## config.mk

```make
export PLATFORM = sky130hd
export DESIGN_NAME = video_pattern_gen
export DESIGN_NICKNAME = d
export VERILOG_FILES = /design/src/rtl/video_pkg.sv /design/src/rtl/video_timing_cnt.sv /design/src/rtl/video_pattern_gen.sv
export SDC_FILE = /design/constraint.sdc
export NUM_CORES = 1
export LEC_CHECK = 0
export ABC_AREA = 1
export CAP_MARGIN = 20
export CORE_MARGIN = 8
export CORE_UTILIZATION = 35
export CTS_BUF_LIST = sky130_fd_sc_hd__clkbuf_4
export DETAILED_ROUTE_END_ITERATION = 8
export PLACE_DENSITY_LB_ADDON = 0.1
export SLEW_MARGIN = 40
export SYNTH_ARGS = -nofsm -noshare
export SYNTH_HDL_FRONTEND = slang
export SYNTH_HIERARCHICAL = 1
export SYNTH_SLANG_ARGS = --single-unit
```

## constraint.sdc

```tcl
create_clock -name clk -period 3.56 [get_ports clk]
set_input_delay 0.712 -clock clk [delete_from_list [all_inputs] [get_ports clk]]
set_output_delay 0.712 -clock clk [all_outputs]
set_load 0.1 [all_outputs]
```

## src/rtl/video_pkg.sv

```systemverilog
// -----------------------------------------------------------------------------
// video_pkg
// Shared definitions for the video blocks:
//   - COLORDEPTH_DEFAULT : default pixel width
//   - NUM_BARS           : number of colour bars in the bar pattern
//   - state_t            : run-control state machine encoding
//   - pat_t              : pattern-select encoding (matches pat_sel_i values)
//   - cnt_width()        : counter width for a 0..total-1 counter
//   - bar_width()        : pixels per colour bar (never less than 1)
// -----------------------------------------------------------------------------
package video_pkg;

    localparam int COLORDEPTH_DEFAULT = 8;
    localparam int NUM_BARS           = 8;

    typedef enum logic [1:0] {
        ST_IDLE  = 2'd0,
        ST_RUN   = 2'd1,
        ST_DRAIN = 2'd2
    } state_t;

    typedef enum logic [1:0] {
        PAT_BARS    = 2'd0,
        PAT_RAMP    = 2'd1,
        PAT_CHECKER = 2'd2,
        PAT_SOLID   = 2'd3
    } pat_t;

    // Width of a counter that runs 0..total-1; a degenerate total still
    // gets one bit so that vectors stay legal.
    function automatic int cnt_width(input int total);
        if (total > 1) begin
            return $clog2(total);
        end
        return 1;
    endfunction

    // Pixels per colour bar; tiny test rasters still get one pixel per bar.
    function automatic int bar_width(input int h_active);
        if ((h_active / NUM_BARS) < 1) begin
            return 1;
        end
        return h_active / NUM_BARS;
    endfunction

endpackage

```

## src/rtl/video_timing_cnt.sv

```systemverilog
// -----------------------------------------------------------------------------
// video_timing_cnt
// Raster position counters plus the combinational decode of the timing
// strobes. Line and frame order are: active, front porch, sync, back porch.
//
// Ports:
//   clk, rst     : clock, synchronous active-high reset
//   cnt_en       : 1 = advance the raster, 0 = hold counters at 0,0
//   hcnt, vcnt   : current pixel / line position
//   dv           : position lies inside the active window
//   hs           : horizontal sync interval (every line, blanking included)
//   vs           : vertical sync lines
//   line_end     : last active pixel of an active line
//   frame_start  : first active pixel of the frame
//   h_last       : last pixel of the line (hcnt == H_TOTAL-1)
//   frame_last   : last pixel of the frame
// -----------------------------------------------------------------------------
module video_timing_cnt
    import video_pkg::*;
#(
    parameter int H_ACTIVE = 1600,
    parameter int H_FP     = 24,
    parameter int H_SYNC   = 80,
    parameter int H_BP     = 96,
    parameter int V_ACTIVE = 900,
    parameter int V_FP     = 1,
    parameter int V_SYNC   = 3,
    parameter int V_BP     = 96,
    localparam int H_TOTAL = H_ACTIVE + H_FP + H_SYNC + H_BP,
    localparam int V_TOTAL = V_ACTIVE + V_FP + V_SYNC + V_BP,
    localparam int HW      = cnt_width(H_TOTAL),
    localparam int VW      = cnt_width(V_TOTAL)
)(
    input  logic          clk,
    input  logic          rst,
    input  logic          cnt_en,
    output logic [HW-1:0] hcnt,
    output logic [VW-1:0] vcnt,
    output logic          dv,
    output logic          hs,
    output logic          vs,
    output logic          line_end,
    output logic          frame_start,
    output logic          h_last,
    output logic          frame_last
);

    logic [HW-1:0] hcnt_reg;
    logic [VW-1:0] vcnt_reg;
    logic          v_last;
    logic          h_act;
    logic          v_act;

    // Comparisons are done on 32-bit zero-extended copies so the integer
    // timing parameters compare without width games.
    assign h_last = (32'(hcnt_reg) == H_TOTAL - 1);
    assign v_last = (32'(vcnt_reg) == V_TOTAL - 1);
    assign h_act  = (32'(hcnt_reg) < H_ACTIVE);
    assign v_act  = (32'(vcnt_reg) < V_ACTIVE);

    always_ff @(posedge clk) begin
        if (rst || !cnt_en) begin
            hcnt_reg <= '0;
            vcnt_reg <= '0;
        end else if (h_last) begin
            hcnt_reg <= '0;
            vcnt_reg <= v_last ? '0 : vcnt_reg + VW'(1);
        end else begin
            hcnt_reg <= hcnt_reg + HW'(1);
        end
    end

    assign hcnt        = hcnt_reg;
    assign vcnt        = vcnt_reg;
    assign frame_last  = h_last && v_last;
    assign dv          = h_act && v_act;
    assign hs          = (32'(hcnt_reg) >= H_ACTIVE + H_FP) &&
                         (32'(hcnt_reg) <  H_ACTIVE + H_FP + H_SYNC);
    assign vs          = (32'(vcnt_reg) >= V_ACTIVE + V_FP) &&
                         (32'(vcnt_reg) <  V_ACTIVE + V_FP + V_SYNC);
    assign line_end    = dv && (32'(hcnt_reg) == H_ACTIVE - 1);
    assign frame_start = dv && (hcnt_reg == '0) && (vcnt_reg == '0);

endmodule

```

## src/rtl/video_pattern_gen.sv

```systemverilog
// -----------------------------------------------------------------------------
// video_pattern_gen
// Test-pattern video source with run control. A timing sub-block walks the
// raster; this block selects the pixel pattern and registers every output so
// all of them carry the same one-cycle latency from the counter state.
//
// Ports:
//   clk, rst       : clock, synchronous active-high reset
//   en_i           : run request (a frame in progress always completes)
//   pat_sel_i      : 0 bars, 1 ramp, 2 checker, 3 solid (sampled at frame start)
//   solid_i        : solid-fill value (sampled at frame start)
//   data_o         : pixel value, 0 outside the active window
//   dv_o           : data valid
//   hs_o, vs_o     : active-high syncs
//   line_end_o     : last active pixel of a line
//   frame_start_o  : first active pixel of a frame
//   busy_o         : raster running (RUN or DRAIN)
// -----------------------------------------------------------------------------
module video_pattern_gen
    import video_pkg::*;
#(
    parameter int COLORDEPTH = COLORDEPTH_DEFAULT,
    parameter int H_ACTIVE   = 1600,
    parameter int H_FP       = 24,
    parameter int H_SYNC     = 80,
    parameter int H_BP       = 96,
    parameter int V_ACTIVE   = 900,
    parameter int V_FP       = 1,
    parameter int V_SYNC     = 3,
    parameter int V_BP       = 96
)(
    input  logic                  clk,
    input  logic                  rst,
    input  logic                  en_i,
    input  logic [1:0]            pat_sel_i,
    input  logic [COLORDEPTH-1:0] solid_i,
    output logic [COLORDEPTH-1:0] data_o,
    output logic                  dv_o,
    output logic                  hs_o,
    output logic                  vs_o,
    output logic                  line_end_o,
    output logic                  frame_start_o,
    output logic                  busy_o
);

    localparam int H_TOTAL = H_ACTIVE + H_FP + H_SYNC + H_BP;
    localparam int V_TOTAL = V_ACTIVE + V_FP + V_SYNC + V_BP;
    localparam int HW      = cnt_width(H_TOTAL);
    localparam int VW      = cnt_width(V_TOTAL);
    localparam int BAR_W   = bar_width(H_ACTIVE);
    localparam int BCW     = cnt_width(BAR_W);

    // ------------------------------------------------------------------
    // Raster timing
    // ------------------------------------------------------------------
    logic [HW-1:0] t_hcnt;
    logic [VW-1:0] t_vcnt;
    logic          t_dv;
    logic          t_hs;
    logic          t_vs;
    logic          t_line_end;
    logic          t_frame_start;
    logic          t_h_last;
    logic          t_frame_last;
    logic          cnt_active;

    video_timing_cnt #(
        .H_ACTIVE (H_ACTIVE),
        .H_FP     (H_FP),
        .H_SYNC   (H_SYNC),
        .H_BP     (H_BP),
        .V_ACTIVE (V_ACTIVE),
        .V_FP     (V_FP),
        .V_SYNC   (V_SYNC),
        .V_BP     (V_BP)
    ) u_timing (
        .clk         (clk),
        .rst         (rst),
        .cnt_en      (cnt_active),
        .hcnt        (t_hcnt),
        .vcnt        (t_vcnt),
        .dv          (t_dv),
        .hs          (t_hs),
        .vs          (t_vs),
        .line_end    (t_line_end),
        .frame_start (t_frame_start),
        .h_last      (t_h_last),
        .frame_last  (t_frame_last)
    );

    // ------------------------------------------------------------------
    // Run-control state machine
    // ------------------------------------------------------------------
    state_t state_reg;
    state_t state_next;

    always_ff @(posedge clk) begin
        if (rst) begin
            state_reg <= ST_IDLE;
        end else begin
            state_reg <= state_next;
        end
    end

    // DRAIN lets the current frame finish; re-requesting run while draining
    // returns to RUN without touching the counters, so frames stay seamless.
    always_comb begin
        state_next = state_reg;
        case (state_reg)
            ST_IDLE: begin
                if (en_i) begin
                    state_next = ST_RUN;
                end
            end
            ST_RUN: begin
                if (!en_i) begin
                    state_next = ST_DRAIN;
                end
            end
            ST_DRAIN: begin
                if (en_i) begin
                    state_next = ST_RUN;
                end else if (t_frame_last) begin
                    state_next = ST_IDLE;
                end
            end
            default: begin
                state_next = ST_IDLE;
            end
        endcase
    end

    // The raster advances in RUN and DRAIN; in IDLE the counters sit at 0,0
    // so the first cycle after leaving IDLE is the first pixel of a frame.
    always_comb begin
        cnt_active = (state_reg != ST_IDLE);
    end

    // ------------------------------------------------------------------
    // Pattern selection, captured once per frame
    // ------------------------------------------------------------------
    logic                  frame_origin;
    pat_t                  pat_reg;
    logic [COLORDEPTH-1:0] solid_reg;
    pat_t                  pat_cur;
    logic [COLORDEPTH-1:0] solid_cur;

    assign frame_origin = (t_hcnt == '0) && (t_vcnt == '0);

    always_ff @(posedge clk) begin
        if (rst) begin
            pat_reg   <= PAT_BARS;
            solid_reg <= '0;
        end else if (frame_origin) begin
            pat_reg   <= pat_t'(pat_sel_i);
            solid_reg <= solid_i;
        end
    end

    // The first pixel of a frame already uses the value being captured, so
    // the inputs are bypassed at the origin.
    assign pat_cur   = frame_origin ? pat_t'(pat_sel_i) : pat_reg;
    assign solid_cur = frame_origin ? solid_i : solid_reg;

    // ------------------------------------------------------------------
    // Colour-bar tracking: a pixel counter within the bar plus a bar index,
    // both cleared at the start of every line.
    // ------------------------------------------------------------------
    logic [BCW-1:0] bar_cnt_reg;
    logic [2:0]     bar_idx_reg;

    always_ff @(posedge clk) begin
        if (rst || !cnt_active || t_h_last) begin
            bar_cnt_reg <= '0;
            bar_idx_reg <= '0;
        end else if (t_dv) begin
            if (bar_cnt_reg == BCW'(BAR_W - 1)) begin
                bar_cnt_reg <= '0;
                // Any remainder pixels of H_ACTIVE/8 stay in the last bar.
                if (bar_idx_reg != 3'(NUM_BARS - 1)) begin
                    bar_idx_reg <= bar_idx_reg + 3'd1;
                end
            end else begin
                bar_cnt_reg <= bar_cnt_reg + BCW'(1);
            end
        end
    end

    // ------------------------------------------------------------------
    // Ramp and checker sources. Counters narrower than the referenced bit
    // positions contribute zeros.
    // ------------------------------------------------------------------
    logic [COLORDEPTH-1:0] ramp_pix;
    logic                  h_bit4;
    logic                  v_bit4;

    genvar gi;
    generate
        for (gi = 0; gi < COLORDEPTH; gi++) begin : g_ramp
            if (gi < HW) begin : g_bit
                assign ramp_pix[gi] = t_hcnt[gi];
            end else begin : g_zero
                assign ramp_pix[gi] = 1'b0;
            end
        end

        if (HW > 4) begin : g_hbit
            assign h_bit4 = t_hcnt[4];
        end else begin : g_hbit_zero
            assign h_bit4 = 1'b0;
        end

        if (VW > 4) begin : g_vbit
            assign v_bit4 = t_vcnt[4];
        end else begin : g_vbit_zero
            assign v_bit4 = 1'b0;
        end
    endgenerate

    logic [COLORDEPTH-1:0] pix;

    always_comb begin
        pix = '0;
        case (pat_cur)
            PAT_BARS:    pix = COLORDEPTH'(bar_idx_reg) << (COLORDEPTH - 3);
            PAT_RAMP:    pix = ramp_pix;
            PAT_CHECKER: pix = {COLORDEPTH{h_bit4 ^ v_bit4}};
            PAT_SOLID:   pix = solid_cur;
            default:     pix = '0;
        endcase
    end

    // ------------------------------------------------------------------
    // Output register stage: everything is sampled from the same counter
    // state, so all outputs stay mutually aligned.
    // ------------------------------------------------------------------
    logic [COLORDEPTH-1:0] data_reg;
    logic                  dv_reg;
    logic                  hs_reg;
    logic                  vs_reg;
    logic                  line_end_reg;
    logic                  frame_start_reg;
    logic                  busy_reg;

    always_ff @(posedge clk) begin
        if (rst) begin
            data_reg        <= '0;
            dv_reg          <= 1'b0;
            hs_reg          <= 1'b0;
            vs_reg          <= 1'b0;
            line_end_reg    <= 1'b0;
            frame_start_reg <= 1'b0;
            busy_reg        <= 1'b0;
        end else begin
            data_reg        <= (cnt_active && t_dv) ? pix : '0;
            dv_reg          <= cnt_active && t_dv;
            hs_reg          <= cnt_active && t_hs;
            vs_reg          <= cnt_active && t_vs;
            line_end_reg    <= cnt_active && t_line_end;
            frame_start_reg <= cnt_active && t_frame_start;
            busy_reg        <= cnt_active;
        end
    end

    assign data_o        = data_reg;
    assign dv_o          = dv_reg;
    assign hs_o          = hs_reg;
    assign vs_o          = vs_reg;
    assign line_end_o    = line_end_reg;
    assign frame_start_o = frame_start_reg;
    assign busy_o        = busy_reg;

endmodule

```

==> key figures <==
Hold path
  • HP Start: solid_reg[4]$_SDFF_PP0_
  • Hold Path Cell Cnt: 2
  • Hold/Removal Path Class: reg -> reg
  • Worst Hold End: solid_reg[4]$_SDFF_PP0_

STA
  • Max Fclk: 0.4016 GHz
  • RSZ-0062 raised after global routing: no
  • Fin crit period: 2.490 ns
  • Final period utilization: 0.6995
  • Actual slew at the worst max-slew pin: 0.7079 ns
  • Worst clock skew: 0.01077 ns
  • Max-slew headroom: 0.5266
  • Pins Over Slew Limit: 0
  • Final hold viol count: 0
  • # setup viols final: 0
  • Setup TNS: 0 ns

Worst setup path
  • Slowest stage delay, CP: 0.54 ns
  • CP max-delay cell: a21oi_1
  • Flop-to-flop setup slack: 1.07 ns
  • CP Data Arrival Time: 2.82 ns
  • Crit path launch type: flop
  • WS Path Type: reg -> reg
  • R2r worst-path depth: 11
  • Crit-path max FO: 8
  • Worst Path Required: 3.89 ns
  • Reg-to-Reg End: bar_cnt_reg[6]$_SDFFE_PP0P_
  • Reg2reg start: u_timing/hcnt[8]$_SDFF_PP0_
  • Critical path capture point type: flop
  • Crit-path cells: inv_1 > nand2_1 > nor2_1 > nand2_1 > nand3b_1 > a21oi_1 > inv_1 > nor2_1 > nand3_1 > o21ai_0 > nor3b_1

Route
  • Pre-antenna DRT Iters: 4
  • Via density: 4.834
  • Routed wire length: 7.687 mm
  • Vias: 2,818
  • ANT nets after route: 0
  • Initial drt markers: 136
  • DRC: 0
  • Routed len/inst: 13.19 um

Synthesis
  • Simple-Gate Fraction of Synth Area: 0.4339
  • Post-Synthesis Cells: 441
  • Post-synthesis mux area share: 0
  • Compound-Gate Fraction of Synth Area: 0.06114
  • XOR/XNOR Fraction of Synth Area: 0.01657
  • Dominant synthesized flop cell: dfxtp_1
  • Adder-cell share of the synthesized area: 0.03550
  • Count of different cell masters after synthesis: 39
  • FFs w/ async S/R, synth: 0
  • Post-synth EDFFs: 0
  • Post-synthesis instance area: 0.003172 sq mm
  • Synthesis-stage register bit count: 58
  • Post-Syn Nets: 463
  • Post-Syn Area per Cell: 7.192 sq um
  • Main combinational cell family by area after synthesis: simple AND/OR/NAND/NOR gates
  • YS warnings: 6
  • Register area share after synthesis: 0.3661

Floorplan
  • Die X: 111.2 um
  • IO Count: 27
  • Core Box Area: 0.008763 sq mm
  • DIE HEIGHT: 111.2 um
  • Initial Util: 0.3619
  • Die area: 0.01236 sq mm
  • Row cnt: 34

Cells and area
  • Syn-to-layout area delta: 12.03%
  • Fin nets: 492
  • Layout cells sized above 1: 0.1474
  • Most frequent cells in the layout: nand2_1, nor2_1, dfxtp_1, inv_1, nand3_1
  • N_diodes: 0
  • Final Instance Area: 0.003553 sq mm
  • Most common cell after layout, fill and taps aside: nand2_1
  • Final non-filler cell total: 583
  • Max reg flops: 11

Job
  • MaxCap Viol Count: 0

Pwr
  • Reported leakage power: 1.516 nW
  • VDD IR-drop max: 166.3 uV
  • Power Dens Cells: 359.7 mW/mm^2

Global routing
  • Vias in the first global route: 2,668
  • Initial antenna violation count: 0
  • Total track usage: 0.1247
  • First-pass GRT wire length: 12.82 mm
  • Largest net degree at the start of global routing: 19
  • Total congestion overflow: 0

CTS
  • Hold_buf cts: 0
  • Worst-skew pair later-pin latency: 0.40 ns
  • CTS tree: done
  • Post-CTS Resized: 0
  • CTS sink cnt: 58
  • Post-CTS setup buffer count: 0
  • Root buf cell: clkbuf_4
  • H-tree depth: 3
  • Clock Path Buffers: 2
  • Clock Pin Slew Worst Setup and Hold Paths: 0.11 ns
  • TritonCTS Buffers: 9

Placed design
  • Post-Place Cells: 567
  • Final HPWL DP: 5.750 mm
  • Routability cong.: 0.8542
  • Port Buf Inserts: 26
  • Post-place instance area: 0.003421 sq mm

Run status
  • Status: finished clean
==> worst max path at each step <==
stage	start	to	slack (ns)	cells after the start
finish	u_timing/hcnt[8]$_SDFF_PP0_	bar_cnt_reg[6]$_SDFFE_PP0P_	1.07	11
global placement	rst	data_o[5]$_SDFF_PP0_	1.04	6
floorplan	u_timing/hcnt[8]$_SDFF_PP0_	bar_cnt_reg[7]$_SDFFE_PP0P_	1.65	13
global route	u_timing/hcnt[8]$_SDFF_PP0_	bar_cnt_reg[6]$_SDFFE_PP0P_	0.68	11
detailed placement	rst	data_o[5]$_SDFF_PP0_	0.95	6
CTS	u_timing/hcnt[8]$_SDFF_PP0_	bar_cnt_reg[6]$_SDFFE_PP0P_	1.07	11
==> where the power goes <==
part	switching, mW	total (mW)	internal, mW	leakage [nW]
clock network	0.258	0.475	0.217	0.0776
logic	0.0945	0.134	0.0393	0.967
registers	0.00609	0.669	0.663	0.471
==> per-stage QoR <==
step                      power [mW]  setup WS [ns]  utilization  hold slack, ns
after floorplan               0.7903          1.650            -          0.4508
after global placement        0.8226          1.039       0.3983          0.4608
after detailed placement      0.8195         0.9505       0.3903          0.4657
after CTS                      1.299          1.067       0.4055          0.4818
after global routing           1.332         0.6758       0.4055          0.4999
final                          1.278          1.070       0.4055          0.4777
==> per-layer routing <==
layer / up-vias / wire, um / global-route usage
met1: 1269 / 3832 / 0.1566
met2: 47 / 3420 / 0.1976
li1: 1490 / - / -
met4: 0 / 131 / 0.05600
met5: - / 0 / 0
met3: 12 / 302 / 0.02868
==> synth_stat cells (2+ instances only) <==
library cell	instances	area, sq um
nor3_1	12	60.06
nor3b_1	4	30.03
inv_2	2	7.510
inv_1	49	183.9
xnor2_1	2	17.52
buf_6	3	33.78
nand3_2	2	20.02
a21oi_1	18	90.09
nor2_4	3	33.78
nand3b_1	3	22.52
nand2_1	96	360.4
xor2_1	4	35.03
nand2_2	8	50.05
o21ai_0	5	25.02
clkbuf_1	2	7.510
dfxtp_1	58	1161
clkbuf_4	2	15.01
nor2_1	63	236.5
nand2_4	2	22.52
ha_1	9	112.6
nand4_1	19	118.9
a21oi_2	4	35.03
nor2_2	9	56.30
nand2_8	2	40.04
nand3_1	42	210.2
nand3_4	2	35.03
o21ai_1	4	20.02
==> layout make-up <==
class | count | area, sq um
fill | 925 | 5210
clock buffer | 10 | 75.07
clock inverter | 6 | 57.56
multi-input combinational | 323 | 1735
sequential | 58 | 1161
tap | 108 | 135.1
inverter | 51 | 191.4
timing repair buffer | 27 | 197.7
==> worst max-delay path, delay by kind of cell, from the launching register on <==
family	cells	cell delay, ns
AO/OA/AOI/OAI	2	0.72
buffers and inverters	2	0.29
AND/OR/NAND/NOR	7	0.89
flip-flops	1	0.51
==> cells by family after synthesis <==
family,count (synthesis)
DFF,58
buffers and inverters,60
and+or+nand+nor,274
xor gates and xnor gates,6
AOI/OAI and AO/OA,34
adders and majority gates,9
No activity file was read; power rests on OpenSTA's default activity.
